`src/rtl/cache_line_refill.sv`:
```
// cache_line_refill: miss-driven refill engine in front of the cache data bank.
// It fetches one 8-beat line over a single read burst, writes the whole line
// to the bank in one cycle, and forwards the missed word to the CPU.
// Optional build macro: REFILL_EARLY_FWD_EN
//   defined   -> missed word is forwarded (registered) the cycle after its beat
//   undefined -> missed word is forwarded in the line-write cycle
module cache_line_refill #(
   parameter int ADDR_WIDTH  = 10,
   parameter int DATA_WIDTH  = 32,
   parameter int PADDR_WIDTH = 32
) (
   input  logic                    clk,
   input  logic                    rst,
   input  logic                    miss_valid,
   output logic                    miss_ready,
   input  logic [PADDR_WIDTH-1:0]  miss_paddr,
   output logic                    rd_req,
   output logic [PADDR_WIDTH-1:0]  rd_addr,
   input  logic                    rd_req_ack,
   input  logic                    rd_data_valid,
   input  logic [DATA_WIDTH-1:0]   rd_data,
   input  logic                    rd_last,
   output logic                    bank_we,
   output logic                    bank_hit_write,
   output logic [ADDR_WIDTH-1:0]   bank_waddr,
   output logic [8*DATA_WIDTH-1:0] bank_din_all,
   output logic                    fwd_valid,
   output logic [DATA_WIDTH-1:0]   fwd_data,
   output logic                    done,
   output logic                    proto_err
);

   typedef enum logic [1:0] {IDLE = 2'd0, REQ = 2'd1, RECV = 2'd2, WRITE = 2'd3} state_t;

   state_t                       state;
   state_t                       state_nxt;
   logic [PADDR_WIDTH-6:0]       line_addr_q;
   logic [2:0]                   word_idx_q;
   logic [2:0]                   cnt;
   logic [7:0][DATA_WIDTH-1:0]   line_q;
   logic                         accept;
   logic                         beat_vld_p0;
   logic                         proto_err_p1;
   logic                         unused_paddr_lsb;

   // Byte offset inside a word has no meaning for a line refill.
   assign unused_paddr_lsb = ^miss_paddr[1:0];

   assign accept      = (state == IDLE) && miss_valid;
   assign beat_vld_p0 = (state == RECV) && rd_data_valid;

   assign rd_addr        = {line_addr_q, 5'b00000};
   assign bank_waddr     = {line_addr_q[ADDR_WIDTH-4:0], 3'b000};
   assign bank_din_all   = line_q;
   assign bank_hit_write = bank_we;
   assign proto_err      = proto_err_p1;

   // State register.
   always_ff @(posedge clk) begin
      if (rst) state <= IDLE;
      else     state <= state_nxt;
   end

   // Miss address latch, beat counter, line assembly and rd_last checking.
   always_ff @(posedge clk) begin
      if (rst) begin
         line_addr_q  <= '0;
         word_idx_q   <= '0;
         cnt          <= '0;
         line_q       <= '0;
         proto_err_p1 <= 1'b0;
      end else begin
         // rd_last must coincide exactly with the eighth beat
         proto_err_p1 <= beat_vld_p0 && (rd_last != (cnt == 3'd7));
         if (accept) begin
            line_addr_q <= miss_paddr[PADDR_WIDTH-1:5];
            word_idx_q  <= miss_paddr[4:2];
            cnt         <= 3'd0;
         end
         if (beat_vld_p0) begin
            line_q[cnt] <= rd_data;
            cnt         <= cnt + 3'd1;
         end
      end
   end

`ifdef REFILL_EARLY_FWD_EN
   logic                  fwd_vld_p1;
   logic [DATA_WIDTH-1:0] fwd_data_p1;

   // Capture the missed word as its beat arrives and present it next cycle.
   always_ff @(posedge clk) begin
      if (rst) begin
         fwd_vld_p1  <= 1'b0;
         fwd_data_p1 <= '0;
      end else begin
         fwd_vld_p1 <= beat_vld_p0 && (cnt == word_idx_q);
         if (beat_vld_p0 && (cnt == word_idx_q)) fwd_data_p1 <= rd_data;
      end
   end

   assign fwd_valid = fwd_vld_p1;
   assign fwd_data  = fwd_data_p1;
`else
   assign fwd_valid = (state == WRITE);
   assign fwd_data  = line_q[word_idx_q];
`endif

   // Next-state and handshake outputs; transitions depend on the beat count only.
   always_comb begin
      state_nxt  = state;
      miss_ready = 1'b0;
      rd_req     = 1'b0;
      bank_we    = 1'b0;
      done       = 1'b0;
      case (state)
         IDLE: begin
            miss_ready = 1'b1;
            if (miss_valid) state_nxt = REQ;
         end
         REQ: begin
            rd_req = 1'b1;
            if (rd_req_ack) state_nxt = RECV;
         end
         RECV: begin
            if (beat_vld_p0 && (cnt == 3'd7)) state_nxt = WRITE;
         end
         WRITE: begin
            bank_we   = 1'b1;
            done      = 1'b1;
            state_nxt = IDLE;
         end
         default: state_nxt = IDLE;
      endcase
   end

endmodule

```
`config.mk`:
```
export PLATFORM = sky130hd
export DESIGN_NAME = cache_line_refill
export DESIGN_NICKNAME = d
export VERILOG_FILES = /design/src/rtl/cache_line_refill.sv
export SDC_FILE = /design/constraint.sdc
export NUM_CORES = 1
export LEC_CHECK = 0
export ABC_AREA = 1
export BUFFER_PORTS_ARGS = -buffer_cell sky130_fd_sc_hd__buf_2
export CAP_MARGIN = 40
export CORE_MARGIN = 2
export CORE_UTILIZATION = 40
export CTS_BUF_LIST = sky130_fd_sc_hd__clkbuf_2
export CTS_CLUSTER_SIZE = 20
export DETAILED_ROUTE_END_ITERATION = 6
export PLACE_DENSITY_LB_ADDON = 0.2
export SYNTH_ARGS = -nofsm -noshare
export SYNTH_HDL_FRONTEND = slang
export SYNTH_SLANG_ARGS = --single-unit
```
`constraint.sdc`:
```
create_clock -name clk -period 4.01 [get_ports clk]
set_input_delay 0.401 -clock clk [delete_from_list [all_inputs] [get_ports clk]]
set_output_delay 0.401 -clock clk [all_outputs]
set_load 0.05 [all_outputs]
```
# Word-level counts from Yosys, hierarchy flattened
# Cells that the tools add are included.
[totals]
register_bits = 292
input_bits = 70
elab_cells = 47
[op_classes]
add_sub_neg = 1
n_lt_le_gt_ge = 3
n_eq_ne = 8
muxes = 14
n_reduce_logical = 8
[op_table]
columns = ["cell", "count"]
rows = [
  ["bitwise mux 256 bit", 1],
  ["binary-select mux 32 bit (select 3 bit)", 1],
  ["demux 32 bit (select 3 bit)", 1],
  ["two-way mux 32 bit", 2],
  ["< comparator 3 x 4 -> 1 bit, second input constant", 2],
  ["case mux 2 bit (4 select lines)", 1],
  ["two-way mux 2 bit", 3],
  ["two-way mux 3 bit", 2],
  ["logical AND 1 bit", 5],
  ["== test 2 bit, second input constant", 2],
  ["!= test 2 bit, second input constant", 2],
  ["adder 3 x 1 -> 3 bit, second input constant", 1],
  ["== test 3 bit, second input constant", 1],
  ["greater-or-equal comparator 3 x 1 -> 1 bit, second input constant", 1],
  ["two-way mux 1 bit", 3],
  ["AND reduction 3 bit", 1],
  ["== test 2 x 1 -> 1 bit, second input constant", 1],
  ["zero test 2 bit", 1],
  ["!= test 2 x 1 -> 1 bit, second input constant", 1],
  ["nonzero test 2 bit", 1],
  ["!= test 1 bit", 1],
]

# Depth between registers and ports, before layout
# Gate-level depths: netlist (run 1).
[logic_depth]
word_depth = 5
depth_mapped = 9
ltp_nobuf = 8

# Worst setup path after synthesis (run 1)
# No wires, ideal clock.
[synth_path]
path_kind = "register to output"
start = "register word_idx_q[1]"
end = "output port fwd_data[0]"
arrival_ps = 1335
slack_ps = 2274
path_stages_with_launch = 8
n_path_buf = 2
cell_sequence = "dfxtp_1 inv_1 buf_2 buf_1 nand3_1 nand2_1 nand2_1 nand2_1"
[synth_via]
elab_chain_cells = 2
[synth_lines]
columns = ["element", "line_no", "source"]
rows = [
  ["from (decl)", "38", "logic [2:0] word_idx_q;"],
  ["from (signal assigned)", "77", "word_idx_q <= miss_paddr[4:2];"],
  ["binary-select mux 32 bit (select 3 bit)", "106", "assign fwd_data = line_q[word_idx_q];"],
  ["two-way mux 32 bit (implied by the code)", "106", ""],
  ["to (decl)", "28", "output logic [DATA_WIDTH-1:0] fwd_data,"],
]
# No other way between the ends. The select of a mux whose other input is x is not followed.

# Final worst setup path (run 1)
[layout_path]
start = "register word_idx_q[0]"
end = "output port fwd_data[28]"
# The elaborated chain is that of the path after synthesis.

==> impl_metrics.toml, run 1 <==
[floorplan]
die_y_um = 198
initial_core_util_pct = 40.3
ios = 407
dieArea_sq_um = 39300
std_cell_rows = 71
fp.dieW_um = 198
fp.coreArea_sq_um = 37400

[routing]
drtIter0Drc = 1178
viasPerCell = 4.84
drcViolationCount = 0
wl_per_cell_um = 17.5
finalWirelength_mm = 60.9
drt-pass1-iter-count = 5
num_vias = 16800
antenna_left = 0

[worst_setup_path]
arrival_ps = 3030
worstPathRequired_ps = 3610
timing.rr.end = "word_idx_q[1]"
crit_type = "flip-flop to output pin"
ff2ff_path_depth = 8
cp-start-kind = "flip-flop"
critPathMaxFanout = 54
r2r_start = "state[0]"
critPathCaptureType = "output pin"
r2r_slack_ps = 1370

[timing]
fin_crit_sh_pct = 85.5
finalCriticalPeriod_ps = 3430
fin_skew_ps = 73.8
holdWs_ps = 249
worst_slack_ps = 582
max_slew_margin_pct = 40.0
hold_viol = 0
setup_violations = 0
slew_viol_final = 0
tns_ps = 0
rsz0062_at_grt = "false"
worstMarginPinSlew_ps = 900
fmax_mhz = 292

[final_layout]
drive_gt1_share_pct = 19.5
stdcell_area_sq_um = 18800
fin_cells = 3480
fin_nets = 2987
syn_to_final_growth_pct = 24.8

[cts]
htreeDepth = 3
cts_setup_buffers = 0
clock_tree.root_cell = "clkbuf_2"
clkTransAtPathRegs_ps = 100
clockBufferDepth = 3
clock_latency_ps = 980
clock_sinks = 292
cts_tree = "done"
numCtsBuffers = 81

[pwr]
switchingPower_mw = 4.36
power.share.clock_pct = 24.5
peakVddDrop_mv = 0.475
power.density_nw_per_um2 = 492
p_int_mw = 4.90
p_leak_nw = 9.81
combPwrFrac_pct = 41.0
p_seq_share_pct = 34.5
sw_frac_of_total_pct = 47.1

[global_route]
antenna_found_initial = 1
grt_pass1_vias = 16100
track_usage_pct = 30.4
overflow = 0
grt_max_degree = 152
grt_pass1_wl_mm = 91.3

[outcome]
outcome = "completed"

[min_path]
hp-class = "input port to flip-flop"
hp-start = "miss_paddr[26]"
whs_path_depth = 4
whs_endpoint = "line_addr_q[21]"

[synth]
synth_area_sq_um = 15100
synthCells = 2484
synth_cell_types = 22
avgSynthCellArea_sq_um = 6.07
yosys_register_bits = 292
ys_seq_area_share_pct = 38.8
yosys_warnings = 0

[placed_design]
dpl.cell_count = 3248
pre_cts_ws_ps = 1590
post_dp_cell_area_sq_um = 17200
io_buffers = 396
gp_congestion = 0.840
dp_hpwl_mm = 39.4

[job]
cap_violations = 0
[worst max-delay path by stage]
stage          slack (ps)          start  cells after the start      endpoint
2_1_floorplan        2270  word_idx_q[1]                      7   fwd_data[0]
3_3_place_gp         1550  word_idx_q[2]                      6  fwd_data[25]
3_5_place_dp         1590  word_idx_q[1]                      7  fwd_data[16]
4_1_cts               460  word_idx_q[1]                      7  fwd_data[16]
5_1_grt               380  word_idx_q[1]                      7  fwd_data[16]
6_report              580  word_idx_q[0]                      8  fwd_data[28]
[cell usage in the layout (no fill, tap or decap), types with 2 or more instances in the layout]
master / Yosys / layout
inv_1: 303 / 301
o21ai_0: 30 / 30
dlygate4sd3_1: 0 / 91
clkbuf_2: 0 / 123
buf_12: 0 / 10
buf_16: 0 / 3
clkinv_2: 0 / 3
conb_1: 1 / 8
nand2_1: 689 / 689
nand3_1: 385 / 385
bufinv_16: 0 / 2
a21oi_1: 7 / 7
dfxtp_1: 292 / 290
buf_4: 62 / 18
nor2_4: 8 / 12
ha_1: 6 / 6
clkinv_1: 1 / 10
nor2_1: 570 / 568
buf_2: 53 / 396
inv_2: 5 / 7
[Yosys cell counts]
cell type  number  area share [%]
inv_1         303             7.5
nand4_1         1           0.042
dfxtp_1       292              39
nand2_2         1           0.042
buf_2          53             1.8
nor3_1          1           0.033
nand3_1       385              13
ha_1            6            0.50
clkbuf_1       26            0.65
buf_4          62             3.1
nand2_1       689              17
o21ai_0        30             1.0
inv_2           5            0.12
clkinv_1        1           0.025
conb_1          1           0.025
buf_1          34            0.85
nor2_4          8            0.60
xnor2_1         1           0.058
nor2_1        570              14
nor2_2          2           0.083
a21oi_1         7            0.23
buf_6           6            0.45
[sequential cells by signal, indices dropped and copies added (netlist names)]
signal        cells
bank_din_all    256
state             2
cnt               3
word_idx_q        3
line_addr_q      27
proto_err         1
[through the flow]
step           power (mW)  util [%]
2_1_floorplan        5.94         -
3_3_place_gp         6.86      45.3
3_5_place_dp         6.92      45.9
4_1_cts              9.30      50.3
5_1_grt              9.76      50.3
6_report             9.25      50.3
[power groups by stage]
stage	clock, mW	combinational, mW	sequential, mW
final	2.27	3.79	3.19
after global routing	2.48	4.07	3.21
after CTS	2.34	3.77	3.19
after detailed placement	0	3.67	3.25
after global placement	0	3.61	3.24
after floorplan	0	2.20	3.74
[area by class of cell]
cell class | count | area (sq um)
antenna | 1 | 2.50
clock buffer | 123 | 616
clock inverter | 17 | 124
fill | 3953 | 18600
inverter | 309 | 1170
multi-input combinational | 1709 | 7100
sequential | 292 | 5850
tap | 511 | 639
timing repair buffer | 518 | 3310
[critical path, stage by stage, from the launching register on]
cell and delay, ps:
dfxtp_4 370, inv_4 490, buf_4 470, nand2_1 90
nand3_1 120, nand2_1 70, nand2_1 120, nand2_1 60
buf_2 200
[repair_timing]
item	4_1_cts	5_1_grt
hold buffers	91	0
gates resized for setup	0	0
hold endpoints to repair	292	0
[logic make-up (layout without fill, tap and decap cells)]
family                   Yosys count  after routing  share of synthesized area [%]
buffers and inverters            490            967                           14.5
other                              1              9                         0.0249
AO/OA/AOI/OAI                     37             37                           1.23
adder cells (fa/ha/maj)            6              6                          0.498
flip-flops                       292            292                           38.8
XOR/XNOR                           1              1                         0.0581
AND/OR/NAND/NOR                 1657           1657                           44.9
[metal layers]
| layer | track usage (%) | vias up | part of all wire [%] |
|---|---|---|---|
| met1 | 34.8 | 7609 | 39 |
| met2 | 51.2 | 755 | 47 |
| met4 | 17.9 | 0 | 5.4 |
| li1 | - | 8344 | - |
| met5 | 0 | - | 0 |
| met3 | 7.73 | 139 | 8.3 |
No activity file was read; power rests on OpenSTA's default activity.
==> run 2: changes to the inputs <==
CORE_ASPECT_RATIO = 1.75   (was default)
PLACE_DENSITY = 0.66   (was default)
PLACE_DENSITY_LB_ADDON = default   (was 0.2)
clock period = 4.07 ns   (was 4.01 ns; I/O delays follow)
==> run 2 against run 1 <==
Critical path depth decreased by 1; first-iteration DRC count decreased by 4.9%; routed wire length increased by 2.4%; highest routed layer unchanged.
==> impl_metrics.toml, run 2 (same netlist as run 1, synthesis figures left out) <==
[outcome]
outcome = "completed"

[pwr]
combPwrFrac_pct = 42.5
p_seq_share_pct = 35.9
sw_frac_of_total_pct = 48.4
p_int_mw = 4.55
power.density_nw_per_um2 = 480
power.share.clock_pct = 21.6
peakVddDrop_mv = 0.421
switchingPower_mw = 4.27
p_leak_nw = 9.61

[final_layout]
final_cell_mix = "689 x nand2_1, 568 x nor2_1, 396 x buf_2"
largest_reg_flops = 256
fin_nets = 2951
final_common_cell = "nand2_1"
fillers = 3978
utilization_pct = 49.1
seq_area_sq_um = 5850
stdcell_area_sq_um = 18400
drive_gt1_share_pct = 19.1
multi_input_area_sq_um = 7100
syn_to_final_growth_pct = 21.9

[worst_setup_path]
path_common_cell = "nand2_1"
cp-start-kind = "flip-flop"
slowest_stage = "inv_2"
critPathMaxFanout = 32
slowest_delay_ps = 560
worstPathRequired_ps = 3660
cp_cell_sequence = "inv_2 -> buf_4 -> nand3_1 -> nand2_1 -> nand2_1 -> nand2_1 -> buf_2"
crit_type = "flip-flop to output pin"
arrival_ps = 3110
critPathCaptureType = "output pin"

[routing]
drt-pass1-iter-count = 5
finalWirelength_mm = 62.4
antenna_left = 0
drcViolationCount = 0
wl_per_cell_um = 18.4
drtIter0Drc = 1120
viasPerCell = 5.04
num_vias = 17100

[global_route]
overflow = 0
grt_pass1_wl_mm = 92.2
grt_max_degree = 129
track_usage_pct = 30.9
grt_pass1_vias = 16100
antenna_found_initial = 2

[cts]
clock_sinks = 292
clkTransAtPathRegs_ps = 120
clockBufferDepth = 3
htreeDepth = 3
clock_tree.root_cell = "clkbuf_2"
cts_tree = "done"
cts_setup_buffers = 0
clock_latency_ps = 970
numCtsBuffers = 74

[floorplan]
fp.coreArea_sq_um = 37400
die_y_um = 261
dieArea_sq_um = 39300
ios = 407
initial_core_util_pct = 40.3
std_cell_rows = 94
fp.dieW_um = 151

[placed_design]
gp_congestion = 0.918
dp_hpwl_mm = 41.9
post_dp_cell_area_sq_um = 17100
pre_cts_ws_ps = 1560
io_buffers = 396

[timing]
setup_violations = 0
slew_viol_final = 0
fin_skew_ps = 61.1
max_slew_margin_pct = 43.4
fmax_mhz = 285
tns_ps = 0
worstMarginPinSlew_ps = 850
worst_slack_ps = 558
hold_viol = 0
fin_crit_sh_pct = 86.3
finalCriticalPeriod_ps = 3510
rsz0062_at_grt = "false"

[min_path]
hp-class = "input port to flip-flop"

[job]
cap_violations = 0
-- run 2: changes by cell type in the layout (fill, tap and decap cells not counted), moves of 2 or more --
cell / delta
dlygate4sd3_1: -25
clkbuf_2: -15
clkinv_1: -7
buf_4: -6
buf_16: +3
diode_2: +3
bufinv_16: -2
-- run 2: metal layers --
metal	wire length, um	vias up	global-route usage [%]	share of wire, %
li1	-	8262	-	-
met1	20700	7838	30.9	33
met2	31600	812	54.7	51
met3	4660	207	6.45	7.5
met4	5380	0	24.8	8.6
met5	0	-	0	0
-- run 2: cell type report --
type,count,share of cell area (%)
repair buffers,489,16.8
diodes,4,0.0545
flip-flops and latches,292,31.8
multi-input cells,1709,38.6
inverters,309,6.37
clock buffers,108,2.94
well taps,480,3.27
clock inverters,6,0.136
-- run 2: timing repair --
action | in CTS | in global routing
resized for setup | 0 | 0
endpoints found under the hold margin | 195 | 0
hold buffers | 66 | 0
-- run 2: final timing paths --
path / startpoint / endpoint / slack, ps / cells after the start
setup / recovery: word_idx_q[1] / fwd_data[19] / 560 / 7
hold reg to reg: line_addr_q[26] / line_addr_q[26] / 500 / 2
setup reg to reg: cnt[2] / bank_din_all[166] / 1770 / 6
hold / removal: rd_data[25] / bank_din_all[25] / 60 / 5
-- run 2: critical path, delay by kind of cell (launching register included) --
kind,cells,cell delay (ps)
buf+inv,3,1250
flops,1,350
simple gates,4,530
-- run 2: power groups by stage --
stage | Combinational (mW) | Sequential [mW] | Clock, mW
after detailed placement | 3.69 | 3.22 | 0
after global placement | 3.63 | 3.22 | 0
after CTS | 3.75 | 3.16 | 1.95
final | 3.74 | 3.17 | 1.90
after floorplan | 2.17 | 3.69 | 0
after global routing | 4.01 | 3.19 | 2.08
-- run 2: metrics by stage --
step                      hold slack (ps)  power (mW)  cells
after global routing                -6.81        9.28   3397
after floorplan                       473        5.86   2491
after CTS                            8.95        8.86   3393
final                                63.4        8.81   3397
after detailed placement              473        6.91   3213
after global placement                464        6.85   3204
